<file path="src/rtl/game_pkg.sv">
// rtl/game_pkg.sv - shared state encodings and width helpers for game_sequencer
package game_pkg;

    localparam int STATE_W = 3;

    typedef enum logic [STATE_W-1:0] {
        CORE_WAIT  = 3'd0,
        CORE_PLAY  = 3'd1,
        CORE_PAUSE = 3'd2,
        CORE_HIT   = 3'd3,
        CORE_END   = 3'd4
    } core_state_t;

    typedef enum logic [STATE_W-1:0] {
        PLAY_INIT       = 3'd0,
        PLAY_READ_NEXT  = 3'd1,
        PLAY_READ       = 3'd2,
        PLAY_WRITE      = 3'd3,
        PLAY_NEXT_PIXEL = 3'd4,
        PLAY_FRAME_WAIT = 3'd5
    } play_state_t;

    // Counter width for values 0..n-1, never narrower than one bit.
    function automatic int cnt_width(input int n);
        return (n < 2) ? 1 : $clog2(n);
    endfunction

    function automatic int xw_of(input int h_res);
        return cnt_width(h_res);
    endfunction

    function automatic int yw_of(input int v_res);
        return cnt_width(v_res);
    endfunction

    // Lives must be able to hold LIVES itself, hence the +1.
    function automatic int lw_of(input int lives);
        return cnt_width(lives + 1);
    endfunction

endpackage

</file>
<file path="src/rtl/key_edge.sv">
// rtl/key_edge.sv - rising-edge detector for a synchronous key level
module key_edge (
    input  logic clock,
    input  logic resetn,
    input  logic key,
    output logic press
);

    logic key_prev;

    // Previous level resets high so a key held through reset is not a press.
    always_ff @(posedge clock) begin
        if (!resetn) begin
            key_prev <= 1'b1;
        end else begin
            key_prev <= key;
        end
    end

    assign press = key & ~key_prev;

endmodule

</file>
<file path="src/rtl/game_sequencer.sv">
// rtl/game_sequencer.sv - outer game FSM plus per-pixel read-modify-write sequencer
module game_sequencer
    import game_pkg::*;
#(
    parameter int H_RES      = 160,
    parameter int V_RES      = 120,
    parameter int LIVES      = 3,
    parameter int HIT_CYCLES = 60,
    localparam int XW        = xw_of(H_RES),
    localparam int YW        = yw_of(V_RES),
    localparam int LW        = lw_of(LIVES)
) (
    input  logic          clock,
    input  logic          resetn,
    input  logic          key_start,
    input  logic          key_pause,
    input  logic          sig_collision,
    input  logic          sig_next_frame,
    output logic [2:0]    core_state,
    output logic [2:0]    play_state,
    output logic [XW-1:0] pixel_x,
    output logic [YW-1:0] pixel_y,
    output logic [LW-1:0] lives,
    output logic          frame_overrun
);

    localparam int HW = cnt_width(HIT_CYCLES);

    logic start_press;
    logic pause_press;

    core_state_t   core_q, core_d;
    play_state_t   play_q, play_d;
    logic [XW-1:0] x_q, x_d;
    logic [YW-1:0] y_q, y_d;
    logic [LW-1:0] lives_q, lives_d;
    logic [HW-1:0] hit_q, hit_d;
    logic          overrun_q, overrun_d;

    logic          walking;
    logic          last_x;
    logic          last_pixel;

    key_edge u_start_edge (
        .clock  (clock),
        .resetn (resetn),
        .key    (key_start),
        .press  (start_press)
    );

    key_edge u_pause_edge (
        .clock  (clock),
        .resetn (resetn),
        .key    (key_pause),
        .press  (pause_press)
    );

    // A frame tick while a pixel is in flight means the walk overran the frame.
    assign walking    = (play_q == PLAY_READ_NEXT) || (play_q == PLAY_READ) ||
                        (play_q == PLAY_WRITE)     || (play_q == PLAY_NEXT_PIXEL);
    assign last_x     = (x_q == XW'(H_RES - 1));
    assign last_pixel = last_x && (y_q == YW'(V_RES - 1));

    // State register for both FSMs and all counters.
    always_ff @(posedge clock) begin
        if (!resetn) begin
            core_q    <= CORE_WAIT;
            play_q    <= PLAY_INIT;
            x_q       <= '0;
            y_q       <= '0;
            lives_q   <= '0;
            hit_q     <= '0;
            overrun_q <= 1'b0;
        end else begin
            core_q    <= core_d;
            play_q    <= play_d;
            x_q       <= x_d;
            y_q       <= y_d;
            lives_q   <= lives_d;
            hit_q     <= hit_d;
            overrun_q <= overrun_d;
        end
    end

    // Outer game FSM: lives, HIT dwell counter and sticky overrun flag.
    always_comb begin
        core_d    = core_q;
        lives_d   = lives_q;
        hit_d     = '0;
        overrun_d = overrun_q;
        case (core_q)
            CORE_WAIT: begin
                if (start_press) begin
                    core_d    = CORE_PLAY;
                    lives_d   = LW'(LIVES);
                    overrun_d = 1'b0;
                end
            end
            CORE_PLAY: begin
                if (sig_next_frame && walking) begin
                    overrun_d = 1'b1;
                end
                // Collision outranks a pause press in the same cycle.
                if (sig_collision) begin
                    if (lives_q == LW'(1)) begin
                        core_d  = CORE_END;
                        lives_d = '0;
                    end else begin
                        core_d  = CORE_HIT;
                        lives_d = lives_q - LW'(1);
                    end
                end else if (pause_press) begin
                    core_d = CORE_PAUSE;
                end
            end
            CORE_PAUSE: begin
                if (pause_press) begin
                    core_d = CORE_PLAY;
                end
            end
            CORE_HIT: begin
                if (hit_q == HW'(HIT_CYCLES - 1)) begin
                    core_d = CORE_PLAY;
                end else begin
                    hit_d = hit_q + HW'(1);
                end
            end
            CORE_END: begin
                lives_d = '0;
                if (start_press) begin
                    core_d = CORE_WAIT;
                end
            end
            default: begin
                core_d = CORE_WAIT;
            end
        endcase
    end

    // Inner pixel sequencer: advances in PLAY, freezes in PAUSE, parked otherwise.
    always_comb begin
        play_d = play_q;
        x_d    = x_q;
        y_d    = y_q;
        case (core_q)
            CORE_PLAY: begin
                case (play_q)
                    PLAY_INIT: begin
                        play_d = PLAY_READ_NEXT;
                        x_d    = '0;
                        y_d    = '0;
                    end
                    PLAY_READ_NEXT, PLAY_READ, PLAY_WRITE, PLAY_NEXT_PIXEL: begin
                        if (sig_next_frame) begin
                            play_d = PLAY_INIT;
                            x_d    = '0;
                            y_d    = '0;
                        end else if (play_q == PLAY_READ_NEXT) begin
                            play_d = PLAY_READ;
                        end else if (play_q == PLAY_READ) begin
                            play_d = PLAY_WRITE;
                        end else if (play_q == PLAY_WRITE) begin
                            play_d = PLAY_NEXT_PIXEL;
                        end else if (last_pixel) begin
                            play_d = PLAY_FRAME_WAIT;
                        end else begin
                            play_d = PLAY_READ_NEXT;
                            if (last_x) begin
                                x_d = '0;
                                y_d = y_q + YW'(1);
                            end else begin
                                x_d = x_q + XW'(1);
                            end
                        end
                    end
                    PLAY_FRAME_WAIT: begin
                        if (sig_next_frame) begin
                            play_d = PLAY_INIT;
                            x_d    = '0;
                            y_d    = '0;
                        end
                    end
                    default: begin
                        play_d = PLAY_INIT;
                        x_d    = '0;
                        y_d    = '0;
                    end
                endcase
            end
            CORE_PAUSE: begin
                play_d = play_q;
            end
            default: begin
                play_d = PLAY_INIT;
                x_d    = '0;
                y_d    = '0;
            end
        endcase
    end

    assign core_state    = core_q;
    assign play_state    = play_q;
    assign pixel_x       = x_q;
    assign pixel_y       = y_q;
    assign lives         = lives_q;
    assign frame_overrun = overrun_q;

endmodule

</file>
<file path="config.mk">
export PLATFORM = sky130hd
export DESIGN_NAME = game_sequencer
export DESIGN_NICKNAME = d
export VERILOG_FILES = /design/src/rtl/game_pkg.sv /design/src/rtl/key_edge.sv /design/src/rtl/game_sequencer.sv
export SDC_FILE = /design/constraint.sdc
export NUM_CORES = 1
export LEC_CHECK = 0
export BUFFER_PORTS_ARGS = -buffer_cell sky130_fd_sc_hd__buf_2
export CAP_MARGIN = 5
export CORE_MARGIN = 3
export CORE_UTILIZATION = 25
export CTS_CLUSTER_SIZE = 8
export DETAILED_ROUTE_END_ITERATION = 16
export PLACE_DENSITY_LB_ADDON = 0.2
export SKIP_LAST_GASP = 1
export SYNTH_ARGS = -nofsm -noshare
export SYNTH_HDL_FRONTEND = slang
export SYNTH_SLANG_ARGS = --single-unit
</file>
<file path="constraint.sdc">
create_clock -name clock -period 6.1 [get_ports clock]
set_clock_uncertainty 0.15 [all_clocks]
set_input_delay 1.22 -clock clock [delete_from_list [all_inputs] [get_ports clock]]
set_output_delay 1.22 -clock clock [all_outputs]
set_load 0.01 [all_outputs]
</file>
== Word level (Yosys, flattened, before mapping) ==
Cells that the tools add are included.

* Output and inout port bits: 24
* Input bits: 6
* Flip-flop bits (word level): 32

* Add/sub/neg operators: 4
* Bitwise operators: 7
* Muxes and demuxes: 41
* Eq/ne operators: 26
* Reductions and logical operators: 17

{| class="wikitable"
|+ Operator list
! operator !! number
|-
| 2-to-1 mux 8 bit || 7
|-
| 2-to-1 mux 7 bit || 7
|-
| 2-to-1 mux 3 bit || 13
|-
| case mux 8 bit (2 select lines) || 2
|-
| case mux 7 bit (2 select lines) || 2
|-
| != test 4 bit (second input constant) || 5
|-
| case mux 3 bit (5 select lines) || 1
|-
| == test 3 x 2 -> 1 bit (second input constant) || 4
|-
| != test 2 bit (second input constant) || 6
|-
| == test 3 bit (second input constant) || 3
|-
| case mux 3 bit (3 select lines) || 1
|-
| adder 8 x 1 -> 8 bit (second input constant) || 1
|-
| == test 8 bit (second input constant) || 1
|-
| adder 7 x 1 -> 7 bit (second input constant) || 1
|-
| == test 7 bit (second input constant) || 1
|-
| AND reduction 7 bit || 1
|-
| adder 6 x 1 -> 6 bit (second input constant) || 1
|-
| == test 3 x 1 -> 1 bit (second input constant) || 2
|-
| == test 6 bit (second input constant) || 1
|-
| zero test 3 bit || 2
|-
| 2-to-1 mux 2 bit || 3
|-
| != test 3 bit (second input constant) || 2
|-
| case mux 2 bit (3 select lines) || 1
|-
| case mux 3 bit (2 select lines) || 1
|-
| 16 further kinds || 26
|}

== Logic depth before layout (Yosys ltp) ==
* Depth in word-level cells: 9
* Gate-level depth with buffers: 7
* Gate-level depth less buffers: 6

== By module ==
A second synthesis with hierarchy kept.

* Cells, all modules: 216
* Area total of the unflattened synthesis: 1,750.4 µm²

{| class="wikitable"
|+ Modules (own cells, without submodules)
! module !! cells an instance !! instances !! area an instance (µm²) !! sequential area each (µm²)
|-
| game_sequencer || 210 || 1 || 1,670.4 || 600.6
|-
| key_edge || 3 || 2 || 40.0 || 20.0
|}

== Least setup slack after synthesis ==
No wires, ideal clock.

* Kind: input to register
* Start point: input sig_next_frame
* End point: register y_q[4], in the netlist pixel_y[4]
* Setup time: 0.074 ns
* Setup slack: 3.414 ns
* Cell stages on the path: 4
* Arrival time: 2.461 ns
* Buffers on the path: 0
* Cells stage by stage: nor4b_4 > nand3_1 > or4_1 > a31oi_1

* Word-level cells in the longest chain between the ends: 3

{| class="wikitable"
|+ RTL lines
! what !! RTL line !! text
|-
| start: declaration || game_sequencer.sv:18 || <nowiki>input logic sig_next_frame,</nowiki>
|-
| 2-to-1 mux 7 bit || game_sequencer.sv:154 || <nowiki>if (sig_next_frame) begin</nowiki>
|-
| case mux 7 bit (2 select lines) || game_sequencer.sv:147 || <nowiki>case (play_q)</nowiki>
|-
| case mux 7 bit (2 select lines) || game_sequencer.sv:145 || <nowiki>case (core_q)</nowiki>
|-
| end signal: assignment || game_sequencer.sv:78 || <nowiki>y_q <= y_d;</nowiki>
|-
| end: declaration || game_sequencer.sv:35 || <nowiki>logic [YW-1:0] y_q, y_d;</nowiki>
|}

Several ways; a longest one is shown, not always the timed one.
A chain may end at the register's enable or synchronous reset.

== Final worst setup path ==
Ends and elaborated chain as after synthesis.

==> results by group <==
GRT
  – GRT overflow: 0
  – First-pass GRT wire length: 7755 um
  – Largest net degree at the start of global routing: 23
  – Vias in the first global route: 1,566
  – Global Route Usage Sum: 11.54%
  – Initial antenna violation count: 0

Yosys
  – Synth warnings: 0
  – Post-synth cell types: 48
  – Sequential area share after synthesis: 36.34%
  – Net count after synthesis: 226
  – Mapped Avg Cell Area: 8.162 um^2
  – Mapped Cells: 216
  – Synth Register Bits: 32
  – EDFF count, synth: 0
  – Cell Area, Synth: 0.001763 mm^2
  – Main flop type after synthesis: dfxtp_1
  – FFs w/ async S/R, synth: 0%

Timing
  – Fin. max-slew vios: 0
  – FMAX: 359.5 MHz
  – Fin Hold WS: 0.3045 ns
  – Fin crit share: 45.60%
  – RSZ-0062 raised after global routing: false
  – Worst slew margin: 43.65%
  – Final Hold Fails: 0
  – Final Critical Period: 2.782 ns
  – Worst-margin pin slew: 0.8413 ns
  – Setup-failing EPs final: 0
  – Setup_tns: 0 ns

Pwr
  – Sequential power share: 51.4%
  – Worst ir drop on vdd: 0.06804 mV
  – Clock power share: 40.0%
  – PwrDens: 208.6 mW/mm^2
  – Leakage power: 0.7352 nW
  – Switching Share: 25.45%
  – Logic pwr share: 8.6%
  – P_int: 0.0003188 W
  – Switching pwr: 0.0001089 W

Drt
  – Vias: 1,676
  – Vias per cell: 4.988
  – Residual DRC: 0
  – Drt total wl: 4518 um
  – Number of DRC markers in iteration 0: 120
  – Avg WL per Cell: 13.45 um
  – DRT antenna net count: 0
  – Pre-antenna DRT Iters: 4

Place
  – Dpl hpwl: 3156 um
  – Placer Congestion: 0.8088
  – # port buffers: 29

Floorplanning
  – Die area: 0.008096 mm^2
  – Rows: 29
  – IO Count: 30
  – Initial Util: 26.70%
  – Die H: 89.98 um
  – Chip width: 89.98 um
  – Core box area: 0.006604 mm^2

Run
  – Max Cap Violations: 0

Critical path
  – CP endpoint kind: flip-flop
  – CP Max Fanout: 8
  – Crit path kind: in -> reg
  – Worst EP arrival: 2.83 ns
  – Data required, critical path: 6.15 ns
  – Startpoint types: input pin

Finish
  – Final Util: 31.05%
  – Most common cell after layout, fill and taps aside: dfxtp_1
  – Fin nets: 252
  – Area Overhead vs Synth: 16.32%
  – Layout cell share with drive strength beyond 1: 19.34%
  – Commonest cells after routing, fill and taps aside: dfxtp_1, buf_2, nand2_1
  – Antenna diode count: 0

Clock network
  – CTS Buf Count: 5
  – Cts hold-fix bufs: 0
  – Worst-path clk slew: 0.07 ns
  – Postcts setup bufs: 0
  – Max clock buf depth: 2
  – Post-cts sizing count: 0
  – Max H-tree Level: 2
  – Clock sinks: 32
  – CTS Root Cell: clkbuf_8
  – Clk Latency, worst-skew pair: 0.28 ns
  – CTS tree: yes

Outcome
  – Status: complete, no violations

Min path
  – Worst hold path type: reg -> reg
Yosys cell counts, types with 4 or more instances:
cell      number  area, um^2
nand3_1       11       55.05
clkbuf_1       5       18.77
a31oi_1        8       50.05
a21oi_1       16       80.08
dfxtp_1       32       640.6
nor2_1        18       67.56
nand2_1       22       82.58
o21ai_0       13       65.06
nor2b_1       10       62.56
inv_1          5       18.77
nor3b_1        4       30.03
nor3_1         8       40.04
nor4_1         4       25.02
ha_1           4       50.05
nand2b_1       6       37.54
layout make-up:
class	instances	area [um^2]
inverters	5	18.77
clock inverters	2	10.01
multi-input cells	169	1037
clock buffers	6	82.58
well taps	93	116.4
fillers	736	4553
repair buffers	29	145.1
flip-flops and latches	32	640.6
cell families (layout without fill, tap and decap cells):
logic type | Yosys count | count (layout) | synth area share, %
DFF | 32 | 32 | 36.34
AOI/OAI and AO/OA | 59 | 59 | 21.22
and+or+nand+nor | 99 | 99 | 31.09
muxes | 2 | 2 | 1.207
buffers and inverters | 15 | 42 | 4.826
xor gates and xnor gates | 5 | 5 | 2.484
adders and majority gates | 4 | 4 | 2.839
registers in the layout, summed over array words and instances (netlist names), 2 cells and up:
name and cells:
core_state 3, hit_q 6, lives 2, pixel_x 8
pixel_y 7, play_state 3
critical path, stage by stage:
cell     delay (ns)
buf_2          0.14
nor4b_4        0.38
nand3_1        0.38
or4_1          0.55
a31oi_1        0.16
power by group through the flow:
stage | clock, W | sequential, W | combinational, W
2_1_floorplan | 0 | 0.000222 | 0.0000277
3_3_place_gp | 0 | 0.000224 | 0.0000374
3_5_place_dp | 0 | 0.000224 | 0.0000373
4_1_cts | 0.000178 | 0.000219 | 0.0000375
5_1_grt | 0.000188 | 0.000221 | 0.0000420
6_report | 0.000171 | 0.000220 | 0.0000369
routing by layer:
layer	share of wire [%]	wire length (um)	track usage (%)
met1	52	2353	16.20
met2	42	1913	16.79
met3	4.0	182	3.255
met4	1.5	68	4.209
met5	0	0	0
metrics by stage:
stage               std cells  area, um^2  power (W)  worst slack (ns)
finish                    336        2051  0.0004277             3.318
global route              336        2051  0.0004509             3.116
CTS                       336        2051  0.0004351             3.320
detailed placement        328        1958  0.0002615             2.998
global placement          328        1958  0.0002616             3.064
floorplan                 216        1763  0.0002493             3.414
path summary, 6_finish.rpt:
| kind | startpoint | to | slack [ns] | cells after the start |
|---|---|---|---|---|
| hold / removal | hit_q[0]$_SDFF_PP0_ | hit_q[0]$_SDFF_PP0_ | 0.30 | 1 |
| hold reg to reg | hit_q[0]$_SDFF_PP0_ | hit_q[0]$_SDFF_PP0_ | 0.30 | 1 |
| setup reg to reg | pixel_x[0]$_SDFFE_PN0P_ | pixel_y[1]$_SDFFE_PN0P_ | 3.62 | 6 |
| setup / recovery | sig_next_frame | pixel_y[4]$_SDFFE_PN0P_ | 3.32 | 5 |
Note: power is estimated with default switching activity, not from simulation.
